## src/rtl/spi_master_core.sv

```systemverilog
// spi_master_core: parametrised SPI master engine.
// Takes TX words over a valid/ready handshake, shifts them out on mosi in any
// CPOL/CPHA mode and either bit order, and returns each received word as a
// one-cycle rx_valid pulse. The transaction config is latched at the accept.
module spi_master_core #(
    parameter int DW  = 8,
    parameter int SSW = 2,
    parameter int CDW = 8
) (
    input  logic                clk,
    input  logic                reset,
    input  logic                cpol,
    input  logic                cpha,
    input  logic                lsbfirst,
    input  logic [CDW-1:0]      clkdiv,
    input  logic [3:0]          setup_cyc,
    input  logic [3:0]          hold_cyc,
    input  logic [SSW-1:0]      ss_sel,
    input  logic                tx_valid,
    input  logic [DW-1:0]       tx_data,
    input  logic                tx_last,
    output logic                tx_ready,
    output logic                rx_valid,
    output logic [DW-1:0]       rx_data,
    output logic                busy,
    output logic [1:0]          spi_state,
    output logic                sclk,
    output logic                mosi,
    output logic [(2**SSW)-1:0] ss_n,
    input  logic                miso
);

    localparam int NSS = 2 ** SSW;
    localparam int BW  = $clog2(DW);
    localparam logic [BW-1:0] LASTBIT = BW'(DW - 1);
    localparam logic [BW-1:0] ONE     = BW'(1);

    typedef enum logic [1:0] {
        IDLE  = 2'b00,
        SETUP = 2'b01,
        DATA  = 2'b10,
        HOLD  = 2'b11
    } stateT;

    stateT            r_state;
    stateT            w_nextState;

    logic [CDW-1:0]   r_div;
    logic [3:0]       r_cnt;
    logic [BW-1:0]    r_bit;
    logic             r_half;
    logic             r_wait;
    logic             r_gap;
    logic [DW-1:0]    r_txWord;
    logic [DW-1:0]    r_rxWord;
    logic [DW-1:0]    r_rxData;
    logic             r_rxValid;
    logic             r_last;
    logic             r_cpol;
    logic             r_cpha;
    logic             r_lsb;
    logic [CDW-1:0]   r_clkdiv;
    logic [3:0]       r_setup;
    logic [3:0]       r_hold;
    logic             r_sclk;
    logic             r_mosi;
    logic [NSS-1:0]   r_ssN;

    logic             w_txReady;
    logic             w_hs;
    logic             w_count;
    logic             w_tick;
    logic             w_half;
    logic [BW-1:0]    w_bit;
    logic [DW-1:0]    w_word;
    logic [BW-1:0]    w_idx;
    logic [BW-1:0]    w_idxNext;
    logic             w_dataActive;
    logic             w_setupDone;
    logic             w_holdDone;
    logic             w_lead;
    logic             w_trail;
    logic             w_wordEnd;
    logic [DW-1:0]    w_rxFinal;
    logic             w_firstBit;
    logic             w_mosi;

    // Handshake, half-period tick, edge decode and next-state selection.
    // While parked at a word boundary (r_wait) the bit/half position reads as
    // the start of a fresh word, so an accept and its first tick can coincide.
    always_comb begin
        w_nextState  = r_state;
        w_txReady    = !reset && (((r_state == IDLE) && !r_gap) ||
                                  ((r_state == DATA) && r_wait));
        w_hs         = tx_valid && w_txReady;
        w_count      = (r_state == IDLE) ? r_gap : !(r_wait && !tx_valid);
        w_tick       = w_count && (r_div == r_clkdiv);
        w_half       = r_wait ? 1'b0 : r_half;
        w_bit        = r_wait ? '0 : r_bit;
        w_word       = r_wait ? tx_data : r_txWord;
        w_idx        = r_lsb ? w_bit : (LASTBIT - w_bit);
        w_idxNext    = r_lsb ? (w_bit + ONE) : (LASTBIT - w_bit - ONE);
        w_dataActive = (r_state == DATA) && !(r_wait && !tx_valid);
        w_setupDone  = (r_state == SETUP) && w_tick && (r_cnt == r_setup);
        w_holdDone   = (r_state == HOLD) && w_tick && (r_cnt == r_hold);
        w_lead       = (w_tick && w_dataActive && !w_half) || w_setupDone;
        w_trail      = w_tick && w_dataActive && w_half;
        w_wordEnd    = w_trail && (w_bit == LASTBIT);
        w_rxFinal    = r_rxWord;
        w_rxFinal[w_idx] = miso;
        w_firstBit   = r_lsb ? tx_data[0] : tx_data[DW-1];
        w_mosi       = ((r_state == DATA) && r_wait && tx_valid && !r_cpha) ?
                       w_firstBit : r_mosi;
        case (r_state)
            IDLE:    if (w_hs)                  w_nextState = SETUP;
            SETUP:   if (w_setupDone)           w_nextState = DATA;
            DATA:    if (w_wordEnd && r_last)   w_nextState = HOLD;
            HOLD:    if (w_holdDone)            w_nextState = IDLE;
            default:                            w_nextState = IDLE;
        endcase
    end

    // State register.
    always_ff @(posedge clk) begin
        if (reset) begin
            r_state <= IDLE;
        end else begin
            r_state <= w_nextState;
        end
    end

    // Divider, counters, shift data, config latch and pad registers.
    always_ff @(posedge clk) begin
        if (reset) begin
            r_div     <= '0;
            r_cnt     <= '0;
            r_bit     <= '0;
            r_half    <= 1'b0;
            r_wait    <= 1'b0;
            r_gap     <= 1'b0;
            r_txWord  <= '0;
            r_rxWord  <= '0;
            r_rxData  <= '0;
            r_rxValid <= 1'b0;
            r_last    <= 1'b0;
            r_cpol    <= 1'b0;
            r_cpha    <= 1'b0;
            r_lsb     <= 1'b0;
            r_clkdiv  <= '0;
            r_setup   <= '0;
            r_hold    <= '0;
            r_sclk    <= 1'b0;
            r_mosi    <= 1'b0;
            r_ssN     <= '1;
        end else begin
            r_rxValid <= 1'b0;

            if (w_count) begin
                r_div <= w_tick ? '0 : (r_div + CDW'(1));
            end else begin
                r_div <= '0;
            end

            if ((r_state == IDLE) && r_gap && w_tick) begin
                r_gap <= 1'b0;
            end

            if (w_hs && (r_state == IDLE)) begin
                r_txWord <= tx_data;
                r_last   <= tx_last;
                r_cpol   <= cpol;
                r_cpha   <= cpha;
                r_lsb    <= lsbfirst;
                r_clkdiv <= clkdiv;
                r_setup  <= setup_cyc;
                r_hold   <= hold_cyc;
                r_ssN    <= ~(NSS'(1) << ss_sel);
                r_sclk   <= cpol;
                r_cnt    <= '0;
                r_bit    <= '0;
                r_half   <= 1'b0;
                r_wait   <= 1'b0;
                if (!cpha) begin
                    r_mosi <= lsbfirst ? tx_data[0] : tx_data[DW-1];
                end
            end

            if (w_hs && (r_state == DATA)) begin
                r_txWord <= tx_data;
                r_last   <= tx_last;
                r_wait   <= 1'b0;
                r_bit    <= '0;
                r_half   <= 1'b0;
                if (!r_cpha) begin
                    r_mosi <= w_firstBit;
                end
            end

            if (((r_state == SETUP) || (r_state == HOLD)) && w_tick) begin
                r_cnt <= r_cnt + 4'd1;
            end
            if (w_setupDone) begin
                r_cnt <= '0;
            end
            if (w_holdDone) begin
                r_cnt <= '0;
                r_ssN <= '1;
                r_gap <= 1'b1;
            end

            if (w_lead) begin
                r_sclk <= ~r_cpol;
                r_half <= 1'b1;
                if (r_cpha) begin
                    r_mosi <= w_word[w_idx];
                end else begin
                    r_rxWord[w_idx] <= miso;
                end
            end

            if (w_trail) begin
                r_sclk <= r_cpol;
                r_half <= 1'b0;
                if (r_cpha) begin
                    r_rxWord[w_idx] <= miso;
                end
                if (w_wordEnd) begin
                    r_rxData  <= r_cpha ? w_rxFinal : r_rxWord;
                    r_rxValid <= 1'b1;
                    r_bit     <= '0;
                    r_cnt     <= '0;
                    if (!r_last) begin
                        r_wait <= 1'b1;
                    end
                end else begin
                    r_bit <= r_bit + ONE;
                    if (!r_cpha) begin
                        r_mosi <= r_txWord[w_idxNext];
                    end
                end
            end
        end
    end

    assign tx_ready  = w_txReady;
    assign rx_valid  = r_rxValid;
    assign rx_data   = r_rxData;
    assign busy      = (r_state != IDLE);
    assign spi_state = r_state;
    assign sclk      = (r_state == IDLE) ? cpol : r_sclk;
    assign mosi      = w_mosi;
    assign ss_n      = r_ssN;

endmodule

```

## config.mk

```make
export PLATFORM = sky130hd
export DESIGN_NAME = spi_master_core
export DESIGN_NICKNAME = d
export VERILOG_FILES = /design/src/rtl/spi_master_core.sv
export SDC_FILE = /design/constraint.sdc
export NUM_CORES = 1
export LEC_CHECK = 0
export CORE_MARGIN = 1
export CORE_UTILIZATION = 30
export DETAILED_ROUTE_END_ITERATION = 8
export GPL_ROUTABILITY_DRIVEN = 1
export PLACE_DENSITY = 0.57
export SYNTH_ARGS = -nofsm -noshare
export SYNTH_HDL_FRONTEND = slang
export SYNTH_SLANG_ARGS = --single-unit
```

## constraint.sdc

```tcl
create_clock -name clk -period 6 [get_ports clk]
set_input_delay 0.6 -clock clk [delete_from_list [all_inputs] [get_ports clk]]
set_output_delay 0.6 -clock clk [all_outputs]
set_load 0.03 [all_outputs]
```

* Word level (Yosys, flattened, before mapping) *
Index checks and enable logic that the tools add are counted.

word-level totals
  bits in registers = 71
  output and inout port bits = 19

cells by class
  add/subtract/negate cells = 6
  magnitude comparators = 3
  equal/unequal tests = 11
  shifts and indexed selects = 1
  multiplexer cells = 66
  bitwise gates (word level) = 4
  reductions and logical operators = 46

operators with widths
  cell                                                 count
  two-way mux 8 bit                                    9
  two-way mux 1 bit                                    34
  logical AND 1 bit                                    24
  two-way mux 4 bit                                    6
  two-way mux 3 bit                                    7
  bitwise mux 8 bit                                    2
  nonzero test 3 bit                                   3
  adder 8 x 1 -> 8 bit (second input constant)         1
  equality test 4 bit                                  2
  equality test 8 bit                                  1
  < comparator 3 x 4 -> 1 bit (second input constant)  2
  two-way mux 2 bit                                    4
  case mux 2 bit (4 select lines)                      1
  adder 3 x 1 -> 3 bit (second input constant)         2
  binary-select mux 1 bit (select 3 bit)               2
  zero test 1 bit                                      6
  != test 2 bit (second input constant)                3
  nonzero test 2 bit                                   3
  OR reduction 2 bit                                   3
  adder 4 x 1 -> 4 bit (second input constant)         1
  equality test 2 bit (second input constant)          2
  inverter 4 bit                                       1
  AND reduction 4 bit                                  1
  << shifter 1 x 2 -> 4 bit (first input constant)     1
  other kinds (12)                                     16

* Longest topological paths before layout *
Gate-level depths: netlist (run 1).

  depth after elaboration = 14
  gate-level depth with buffers = 10
  mapped depth without buffers = 8

* Least setup slack after synthesis (run 1) *
Ideal clock, no wire load.

  path kind = register to register
  from = reg r_state[0] (netlist: spi_state[0])
  to = reg r_rxWord[3]
  arrival time = 2.446 ns
  path slack = 3.429 ns
  stages on the path, launching flop included = 10
  buffers on the path = 2
  period minus slack after synthesis = 2.571 ns
  path through = dfxtp_1 -> inv_1 -> ha_1 -> clkbuf_2 -> nand2b_2 -> o21ai_1 -> or3_4 -> buf_6 -> or4_1 -> mux2i_1

on the way
  longest elaborated chain between the ends = 11
  elaborated cells on any way between the ends = 17

ends and longest elaborated chain
  what                                         line           source
  start, declared                              45             stateT r_state;
  start signal, assigned                       128            r_state <= w_nextState;
  zero test 2 bit                              96             w_count = (r_state == IDLE) ? r_gap : !(r_wait && !tx_valid);
  two-way mux 1 bit                            96
  logical AND 1 bit                            97             w_tick = w_count && (r_div == r_clkdiv);
  logical AND 1 bit, on equally long branches  106, 107, 104
  logical AND 1 bit, on equally long branches  106, 104
  logical OR 1 bit                             106            w_lead = (w_tick && w_dataActive && !w_half) || w_setupDone;
  two-way mux 8 bit                            211            if (w_lead) begin
  two-way mux 8 bit                            134            if (reset) begin
  bitwise mux 8 bit                            225            r_rxWord[w_idx] <= miso;
  two-way mux 8 bit                            224            if (r_cpha) begin
  two-way mux 8 bit (*)                        221            if (w_trail) begin
  end signal, assigned by index                217            r_rxWord[w_idx] <= miso;
  end signal, assigned by index                225
  end, declared                                55             logic [DW-1:0] r_rxWord;

Mark *: on every way between the ends. The rest lies on a longest branch, timed or not. The select of a mux whose other input is x is not followed.
A chain may end at the register's enable or synchronous reset.

* Final worst setup path (run 1) *
  from = reg r_wait
  to = out mosi

on the way
  longest elaborated chain between the ends = 4

ends and longest elaborated chain
  what                             line  source
  start, declared                  52    logic r_wait;
  start signal, assigned           139   r_wait <= 1'b0;
  start signal, assigned           182   r_wait <= 1'b0;
  start signal, assigned           191   r_wait <= 1'b0;
  logical AND 1 bit (3 in series)  112   w_mosi = ((r_state == DATA) && r_wait && tx_valid && !r_cpha) ?
  two-way mux 1 bit                112
  end, declared                    28    output logic mosi,

No other way between the ends.

==> results.md, run 1 <==
- Power Density: 317 mW/mm2
- GRT Overall Usage: 14.3%
- Register area share after synthesis: 36.7%
- Die Ht: 116 um
- Synthesized cell area: 0.00388 mm2
- Crit path max fanout: 20
- Clock sink count: 71
- Final period util: 50.1%
- Diode count: 0
- Fraction of layout cells with a size suffix above 1: 7.52%
- Synth Register Bits: 71
- Placed insts: 648
- Synthesis-to-layout area growth: 24.7%
- Final non-filler cell total: 664
- CTS Buffer Depth: 2
- # setup viols final: 0
- Status: complete, no violations
- Half-perimeter wire length after placement: 6.50 mm
- Core Area: 0.0126 mm2
- Initial antenna violation count: 0
- Hold buffers post-CTS: 0
- Final wirelength: 9.00 mm
- First-pass DRT Iterations: 4
- Clk root buf: clkbuf_16
- Clk pin slew, worst setup/hold paths: 0.06 ns
- Ys Warns: 0
- # IOs: 53
- Top_reg_cell synth: dfxtp_1
- F_max: 0.333 GHz
- Vias in the first global route: 3179
- GP Congestion: 0.798
- Core Util, Final: 38.3%
- Max-slew violation count: 0
- Switching Power: 513 uW
- Worst-margin pin slew: 1.05 ns
- Crit. End Element: output port
- Leakage Power: 1.72 nW
- Final global-route overflow total: 0
- Req. time, crit path: 5.40 ns
- Comb pwr share: 28.6%
- Final Net Count: 531
- Largest net degree at the start of global routing: 51
- Die W: 116 um
- Maximum vdd ir drop: 0.000207 V
- Via Count: 3272
- Die area: 0.0134 mm2
- Final Critical Period: 3.00 ns
- First DRT Iteration DRCs: 154
- Clock network fraction of total power: 35.4%
- Syn nets: 491
- First-pass GRT wire length: 15.0 mm
- Crit Path Class: reg2out
- Worst relative slew slack: 30.0%
- Post-synth cell types: 56
- CTS buffer count: 9
- Clock latency on the worst-skew pair: 0.33 ns
- Std cell rows: 41
- EDFF count, synth: 0
- Seq pwr share: 36.0%
- Post-DR wirelength/cell: 13.5 um
- Max-capacitance violation count: 0
- Hold Vio Cnt, Final: 0
- Cells after Synth: 447
- Fillers: 1324
- TNS Setup: 0 ns
- # Post-CTS Setup Buffers: 0
- Syn avg cell area: 8.67 um2
- Routed Antenna Nets: 0
- H-Tree Depth: 3
- Worst Clk Skew: 0.00731 ns
- Sw frac: 33.5%
- CTS tree: yes
- Starting Density: 30.7%
- CP Launch Type: flip-flop
- DRC: 0
- RSZ-0062 raised after global routing: no
- CTS resizes: 0
- Async set or reset register ratio after synthesis: 0%
- Int Pwr: 1.02 mW
- Tightest Hold Check Type: reg2reg
- Arrival time worst endpoint: 2.40 ns
- Post-DR vias/cell: 4.93
- Buffers on Ports: 52
[cells by family (layout without fill, tap and decap cells)]
family          after synthesis  count (layout)  share of synthesized area, %
simple gates                178             178                          23.0
compound gates               76              76                          12.9
flops                        71              71                          36.7
mux                          55              55                          15.3
buf+inv                      34              79                          3.55
xor+xnor                     23              23                          5.39
fa+ha+maj                    10              10                          3.23
[power groups by stage]
| stage | Sequential (mW) | Combinational (mW) | Clock, mW |
|---|---|---|---|
| after CTS | 0.552 | 0.440 | 0.555 |
| after global routing | 0.558 | 0.483 | 0.575 |
| after floorplan | 0.560 | 0.311 | 0 |
| final | 0.551 | 0.438 | 0.543 |
| after detailed placement | 0.562 | 0.439 | 0 |
| after global placement | 0.560 | 0.435 | 0 |
[through the flow]
step | hold WS, ns | area [um2] | worst slack [ns] | power [mW]
final | 0.468 | 4830 | 3.00 | 1.53
after global routing | 0.507 | 4830 | 2.72 | 1.62
after CTS | 0.471 | 4830 | 2.98 | 1.55
after detailed placement | 0.462 | 4530 | 2.78 | 1.00
after global placement | 0.455 | 4530 | 2.87 | 0.995
after floorplan | 0.446 | 3880 | 3.43 | 0.871
[final cells by class]
class,instances,area (um2),share of cell area [%]
multi-input cells,342,2330,48.2
flip-flops and latches,71,1420,29.4
repair buffers,53,523,10.8
clock buffers,10,239,4.95
well taps,172,215,4.45
clock inverters,6,67.6,1.40
inverters,10,37.5,0.777
[state kept, by name, indices dropped and copies added, names as in the netlist, 2 cells and up]
name and cells:
r_clkdiv 8, spi_state 2, r_cnt 4, r_txWord 8, r_rxWord 8, r_bit 3
r_div 8, ss_n 4, r_setup 4, rx_data 8, r_hold 4
[path summary, 6_finish.rpt]
kind,cells after the start,endpoint,from,slack [ns]
worst max-delay path,4,mosi,r_wait,3.00
worst min-delay path,2,r_rxWord[4],r_rxWord[4],0.47
worst max register to register,9,spi_state[1],r_bit[0],3.01
worst min register to register,2,r_rxWord[4],r_rxWord[4],0.47
[layer usage]
| metal | part of all wire [%] | global-route usage, % | vias to the layer above |
|---|---|---|---|
| met5 | 0 | 0 | - |
| met4 | 2.0 | 5.04 | 0 |
| met3 | 4.2 | 4.08 | 16 |
| met2 | 47 | 24.3 | 75 |
| met1 | 47 | 17.3 | 1507 |
| li1 | - | - | 1674 |
[Yosys cell counts (all sizes together) (2+ instances only)]
| cell type | count | area (um2) |
|---|---|---|
| nand2 | 38 | 143 |
| a22oi | 5 | 37.5 |
| mux2 | 4 | 45.0 |
| and3 | 3 | 18.8 |
| xnor2 | 18 | 165 |
| or3 | 3 | 23.8 |
| o21ai | 20 | 100 |
| a31oi | 3 | 18.8 |
| or4 | 5 | 37.5 |
| or4b | 2 | 20.0 |
| a311oi | 3 | 26.3 |
| mux4 | 3 | 67.6 |
| dfxtp | 71 | 1420 |
| or2 | 2 | 12.5 |
| buf | 6 | 31.3 |
| xor2 | 5 | 43.8 |
| nor2 | 59 | 221 |
| nand3b | 4 | 30.0 |
| a221oi | 3 | 26.3 |
| o41ai | 2 | 17.5 |
| o22a | 2 | 17.5 |
| a211oi | 8 | 60.1 |
| o22ai | 7 | 43.8 |
| mux2i | 48 | 480 |
| nand3 | 23 | 115 |
| a21oi | 13 | 65.1 |
| inv | 10 | 37.5 |
| o2111ai | 2 | 17.5 |
| nor3 | 4 | 25.0 |
| clkbuf | 18 | 68.8 |
| nor2b | 11 | 68.8 |
| ha | 10 | 125 |
| nor4 | 4 | 31.3 |
| nand2b | 14 | 90.1 |
| nand4 | 4 | 37.5 |
[cells in the final DEF (no fill, tap or decap), types with 2 or more instances in the layout]
cell type / netlist / final
a211oi_1: 8 / 8
a21oi_1: 13 / 12
a221oi_1: 3 / 3
a22oi_1: 5 / 5
a311oi_1: 3 / 3
a31oi_1: 3 / 3
and3_1: 3 / 3
clkbuf_16: 0 / 9
clkdlybuf4s50_1: 0 / 51
clkinvlp_4: 0 / 2
dfxtp_1: 71 / 71
ha_1: 10 / 10
inv_1: 10 / 10
mux2_2: 4 / 4
mux2i_1: 48 / 48
mux4_2: 3 / 3
nand2_1: 38 / 38
nand2b_1: 13 / 13
nand3_1: 23 / 23
nand3b_1: 4 / 4
nand4_1: 2 / 2
nand4_2: 2 / 2
nor2_1: 59 / 59
nor2b_1: 11 / 11
nor3_1: 3 / 3
nor4_1: 3 / 3
o2111ai_1: 2 / 2
o21ai_0: 18 / 18
o21ai_1: 2 / 2
o22a_1: 2 / 2
o22ai_1: 7 / 7
o41ai_1: 2 / 2
or2_2: 2 / 2
or3_1: 2 / 2
or4_1: 5 / 5
xnor2_1: 17 / 17
xor2_1: 5 / 5
[critical path, stage by stage, from the launching register on]
cell and delay, ns:
dfxtp_1 0.75, nand2_1 0.22, nor2_1 0.14, mux2_2 0.36, clkdlybuf4s50_1 0.59
No activity file was read; power rests on OpenSTA's default activity.
==> inputs of run 2 (changes only) <==
PLACE_DENSITY = 0.59   (was 0.57)
clock period = 2.5 ns   (was 6 ns; I/O delays follow)
==> run 2 against run 1 <==
First-iteration DRC count is 27% higher. Total power rose by 140%. Critical path depth rose by 1.
==> results.md, run 2 (same netlist as run 1, synthesis figures left out) <==
- Crit path max fanout: 5 (was 20)
- Crit. End Element: output port (unchanged)
- Max-slew violation count: 0 (unchanged)
- CTS tree: yes (unchanged)
- TNS Setup: 0 ns (unchanged)
- Final wirelength: 9.36 mm (was 9.00 mm)
- Die area: 0.0134 mm2 (unchanged)
- Final non-filler cell total: 679 (was 664)
- Clk pin slew, worst setup/hold paths: 0.06 ns (about the same)
- Routed Antenna Nets: 0 (unchanged)
- Clk root buf: clkbuf_16 (unchanged)
- R2R depth: 7 (was 9)
- CP Launch Type: flip-flop (unchanged)
- DRC: 0 (unchanged)
- Maximum vdd ir drop: 0.000396 V (was 0.000207 V)
- First DRT Iteration DRCs: 195 (was 154)
- Hold Vio Cnt, Final: 0 (unchanged)
- Final global-route overflow total: 0 (unchanged)
- Final Net Count: 546 (was 531)
- Grt met3 use: 4.13% (was 4.08%)
- Placed insts: 663 (was 648)
- Design Area, Final: 0.00493 mm2 (was 0.00483 mm2)
- Buffers on Ports: 52 (unchanged)
- Synthesis-to-layout area growth: 27.3% (was 24.7%)
- Fillers: 1334 (was 1324)
- Hold path depth: 2 (unchanged)
- Half-perimeter wire length after placement: 6.98 mm (was 6.50 mm)
- Std cell rows: 41 (unchanged)
- Post-DR vias/cell: 4.87 (was 4.93)
- Area after DPL: 0.00465 mm2 (was 0.00453 mm2)
- Reg-to-reg startpoint: spi_state[0] (was r_bit[0])
- HP Start: reset (was r_rxWord[4])
- # setup viols final: 0 (unchanged)
- Core Util, Final: 39.1% (was 38.3%)
- Most frequent cells in the layout: dfxtp_1 (69), nor2_1 (59), clkdlybuf4s50_1 (49) (was dfxtp_1 (71), nor2_1 (59), clkdlybuf4s50_1 (51))
- Final period util: 95.8%
- Multi-input gate area: 0.00233 mm2 (unchanged)
- GP Congestion: 0.862 (was 0.798)
- Req. time, crit path: 2.25 ns (was 5.40 ns)
- First-pass GRT wire length: 16.1 mm (was 15.0 mm)
- Grt peak-use layer: met2 (unchanged)
- Met1 usage: 19.5% (was 17.3%)
- Post-DR wirelength/cell: 13.8 um (was 13.5 um)
- Total Power: 3.67 mW (was 1.53 mW)
- Most common cell after layout, fill and taps aside: dfxtp_1 (unchanged)
- Crit Path Class: reg2out (unchanged)
- Via Count: 3309 (was 3272)
- Die W: 116 um (unchanged)
- Met2 Track Usage GR: 25.1% (was 24.3%)
- Worst-margin pin slew: 0.667 ns (was 1.05 ns)
- F_max: 0.418 GHz
- Vias in the first global route: 3220 (was 3179)
- H-Tree Depth: 3 (unchanged)
- Max-capacitance violation count: 0 (unchanged)
- GRT Overall Usage: 15.6% (was 14.3%)
- Reg-to-Reg End: r_rxWord[4] (was spi_state[1])
- Final Critical Period: 2.39 ns
- Die Ht: 116 um (unchanged)
- FF+latch area: 0.00142 mm2 (about the same)
- CTS buffer count: 9 (unchanged)
- Hold buffers post-CTS: 0 (unchanged)
- Tightest Hold Check Type: in2reg (was reg2reg)
- Largest net degree at the start of global routing: 39 (was 51)
- RSZ-0062 raised after global routing: no (unchanged)
- Starting Density: 30.7% (unchanged)
- Status: complete, no violations (unchanged)
- Initial antenna violation count: 0 (unchanged)
- Clock sink count: 71 (unchanged)
- # IOs: 53 (unchanged)
- Setup slack at placement: 0.0873 ns (was 2.78 ns)
- Power Density: 744 mW/mm2 (was 317 mW/mm2)
- Clock latency on the worst-skew pair: 0.34 ns (was 0.33 ns)
- Fraction of layout cells with a size suffix above 1: 10.5% (was 7.52%)
- Arrival time worst endpoint: 2.14 ns (was 2.40 ns)
- Core Area: 0.0126 mm2 (unchanged)
- Worst Clk Skew: 0.00919 ns (was 0.00731 ns)
- CTS Buffer Depth: 2 (unchanged)
- Leakage Power: 1.83 nW (was 1.72 nW)
- Diode count: 0 (unchanged)
- R2r setup slk: 0.21 ns (was 3.01 ns)
- Hold Slack: 0.240 ns (was 0.468 ns)
- Final worst slack: 0.105 ns (was 3.00 ns)
- Worst relative slew slack: 55.1% (was 30.0%)
- Worst Hold Path EP: r_wait (was r_rxWord[4])
- First-pass DRT Iterations: 4 (unchanged)
[run 2: worst max path at each step]
stage	from	end	slack, ns	cells after the start
after floorplan	spi_state[0]	r_rxWord[3]	0.07	9
after global routing	spi_state[1]	sclk	0.004	5
final	spi_state[0]	sclk	0.11	5
after global placement	tx_valid	r_rxWord[5]	0.15	6
after CTS	spi_state[0]	tx_ready	0.02	6
after detailed placement	tx_valid	r_rxWord[6]	0.09	6
[run 2: worst max-delay path, stage by stage, from the launching register on]
cell	delay (ns)
dfxtp_2	0.34
inv_1	0.08
ha_1	0.25
buf_4	0.18
mux2_2	0.34
clkdlybuf4s50_1	0.61
[run 2: power breakdown]
group	total, mW	internal (mW)	switching, mW
Clock	1.21	0.719	0.488
Sequential	1.31	1.23	0.0891
Combinational	1.15	0.484	0.666
[run 2: layout make-up]
class                           count  area share (%)
Sequential cell                    71            28.9
Timing Repair Buffer               68            13.2
Tap cell                          172            4.36
Multi-Input combinational cell    342            47.2
Clock buffer                       12            5.20
Clock inverter                      4           0.406
Inverter                           10           0.761
[run 2: what timing repair did]
action	in CTS	in global routing
setup endpoints to repair	0	2
buffers inserted	0	0
resized for setup	0	2
[run 2: metal layers]
| metal | wire length [um] | vias up | share of wire, % |
|---|---|---|---|
| met2 | 4410 | 68 | 47 |
| met1 | 4320 | 1521 | 46 |
| met5 | 0 | - | 0 |
| li1 | - | 1705 | - |
| met3 | 457 | 15 | 4.9 |
| met4 | 168 | 0 | 1.8 |
==> inputs of run 3 (changes only) <==
DONT_BUFFER_PORTS = 1   (was default)
PLACE_DENSITY = 0.53   (was 0.59)
==> run 3 against run 2 <==
Routed wire length rose by 2.4%. Combinational power fell by 9.6%. Clock skew fell by 0.0023 ns. Final cell count fell by 7.5%. Register-to-register slack improved by 0.11 ns. Critical path type unchanged. Largest power group is now clock.
==> results.md, run 3 (same netlist as run 1, synthesis figures left out) <==
- Leakage Power: 1.63 nW (was 1.83 nW)
- # Post-CTS Setup Buffers: 0 (unchanged)
- Final Critical Period: 2.23 ns (was 2.39 ns)
- Routed met1 length: 4.21 mm (was 4.32 mm)
- Hold Vio Cnt, Final: 0 (unchanged)
- Core Area: 0.0126 mm2 (unchanged)
- Hold path depth: 2 (unchanged)
- R2R depth: 7 (unchanged)
- Crit path max fanout: 9 (was 5)
- Status: complete, no violations (unchanged)
- Final period util: 89.3% (was 95.8%)
- Routed length on met2: 4.51 mm (was 4.41 mm)
- GP Congestion: 0.863 (was 0.862)
- Starting Density: 30.7% (unchanged)
- # IOs: 53 (unchanged)
- Maximum vdd ir drop: 0.000396 V (about the same)
- Via Count: 3151 (was 3309)
- HP Start: setup_cyc[3] (was reset)
- F_max: 0.448 GHz (was 0.418 GHz)
- First-pass DRT Iterations: 4 (unchanged)
- H-Tree Depth: 3 (unchanged)
- Worst path max stage delay: 0.45 ns (was 0.61 ns)
- Final Net Count: 495 (was 546)
- Fraction of layout cells with a size suffix above 1: 11.6% (was 10.5%)
- Die W: 116 um (unchanged)
- Vias in the first global route: 3180 (was 3220)
- Clock latency on the worst-skew pair: 0.34 ns (about the same)
- Arrival time worst endpoint: 1.98 ns (was 2.14 ns)
- Area after DPL: 0.00413 mm2 (was 0.00465 mm2)
- Initial antenna violation count: 0 (unchanged)
- CTS tree: yes (unchanged)
- Most common cell after layout, fill and taps aside: dfxtp_1 (unchanged)
- Routed Antenna Nets: 0 (unchanged)
- R2r setup slk: 0.32 ns (was 0.21 ns)
- CP top delay family: multiplexers (was buffers and inverters)
- Req. time, crit path: 2.25 ns (about the same)
- Reg-to-reg startpoint: spi_state[0] (unchanged)
- Power Density: 852 mW/mm2 (was 744 mW/mm2)
- Reg-to-Reg End: r_rxWord[5] (was r_rxWord[4])
- Die area: 0.0134 mm2 (unchanged)
- CTS Buffer Depth: 2 (unchanged)
- Final global-route overflow total: 0 (unchanged)
- Crit. End Element: output port (unchanged)
- RSZ-0062 raised after global routing: no (unchanged)
- First DRT Iteration DRCs: 196 (was 195)
- Post-DR wirelength/cell: 15.3 um (was 13.8 um)
- Design Area, Final: 0.00448 mm2 (was 0.00493 mm2)
- Std cell rows: 41 (unchanged)
- Met3 wire length: 599 um (was 457 um)
- Max-slew violation count: 0 (unchanged)
- CTS buffer count: 9 (unchanged)
- Clock sink count: 71 (unchanged)
- Worst relative slew slack: 57.6% (was 55.1%)
- Largest net degree at the start of global routing: 45 (was 39)
- Slowest cell on crit path: mux2_2 (was clkdlybuf4s50_1)
- Half-perimeter wire length after placement: 7.01 mm (was 6.98 mm)
- Clk pin slew, worst setup/hold paths: 0.06 ns (about the same)
- Buffers on Ports: 0 (was 52)
- Post-DR vias/cell: 5.02 (was 4.87)
- Crit path buf inv count: 1 (was 3)
- CP Launch Type: flip-flop (unchanged)
- TNS Setup: 0 ns (unchanged)
- Tightest Hold Check Type: in2reg (unchanged)
- Die Ht: 116 um (unchanged)
- Worst Hold Path EP: r_setup[3] (was r_wait)
- DRC: 0 (unchanged)
- Clk root buf: clkbuf_16 (unchanged)
- CTS resizes: 0 (unchanged)
- Most frequent cells in the layout: dfxtp_1 (69), nor2_1 (59), mux2i_1 (48) (was dfxtp_1 (69), nor2_1 (59), clkdlybuf4s50_1 (49))
- # setup viols final: 0 (unchanged)
- Final wirelength: 9.58 mm (was 9.36 mm)
- Highest routed layer: met4 (unchanged)
- Crit Path Class: reg2out (unchanged)
- Critical Path, Cell by Cell: buf_4 -> ha_1 -> nand2b_1 -> nor2_1 -> mux2_2 (was inv_1 -> ha_1 -> buf_4 -> mux2_2 -> clkdlybuf4s50_1)
- GRT Overall Usage: 15.5% (was 15.6%)
- Synthesis-to-layout area growth: 15.7% (was 27.3%)
- Max-capacitance violation count: 0 (unchanged)
- Worst-margin pin slew: 0.629 ns (was 0.667 ns)
- Critical path launch point: spi_state[1] (was spi_state[0])
- Worst Clk Skew: 0.00693 ns (was 0.00919 ns)
- Diode count: 0 (unchanged)
- First-pass GRT wire length: 15.9 mm (was 16.1 mm)
run 3: stage by stage:
step / hold slack, ns / power, mW / utilization [%] / setup WS [ns] / cells
final: 0.0614 / 3.82 / 35.5 / 0.267 / 628
after global routing: 0.0523 / 4.04 / 35.5 / 0.0827 / 628
after CTS: 0.0474 / 3.86 / 35.5 / 0.234 / 628
after detailed placement: 0.332 / 2.37 / 32.7 / 0.328 / 611
after global placement: 0.330 / 2.35 / 32.7 / 0.383 / 611
after floorplan: 0.394 / 2.09 / - / 0.0703 / 447
run 3: final cells by class:
| class | instances | area [um2] |
|---|---|---|
| repair buffers | 17 | 140 |
| multi-input cells | 342 | 2330 |
| well taps | 172 | 215 |
| fillers | 1337 | 8140 |
| flip-flops and latches | 71 | 1420 |
| inverters | 10 | 37.5 |
| clock inverters | 6 | 109 |
| clock buffers | 10 | 229 |
run 3: routing by layer:
layer  GRT usage [%]  up-vias
met5               0        -
met1            18.3     1460
met2            25.0       68
met3            5.54       18
li1                -     1605
met4            7.44        0
run 3: how the worst max path moves through the flow:
stage | slack, ns | end | depth (start not counted)
after floorplan | 0.07 | r_rxWord[3] | 9
after global placement | 0.38 | r_mosi | 8
after detailed placement | 0.33 | r_mosi | 8
after CTS | 0.23 | mosi | 5
after global routing | 0.08 | r_cnt[1] | 8
final | 0.27 | mosi | 5
run 3: report_power, final:
| group | total [mW] | switching, mW | internal, mW |
|---|---|---|---|
| registers | 1.33 | 0.100 | 1.23 |
| logic | 1.04 | 0.647 | 0.390 |
| clock network | 1.46 | 0.483 | 0.972 |
| total | 3.82 | 1.23 | 2.59 |
run 3: repair_timing:
item | CTS | global route
endpoints found under the hold margin | 44 | 0
setup endpoints to repair | 0 | 0
hold buffers | 1 | 0
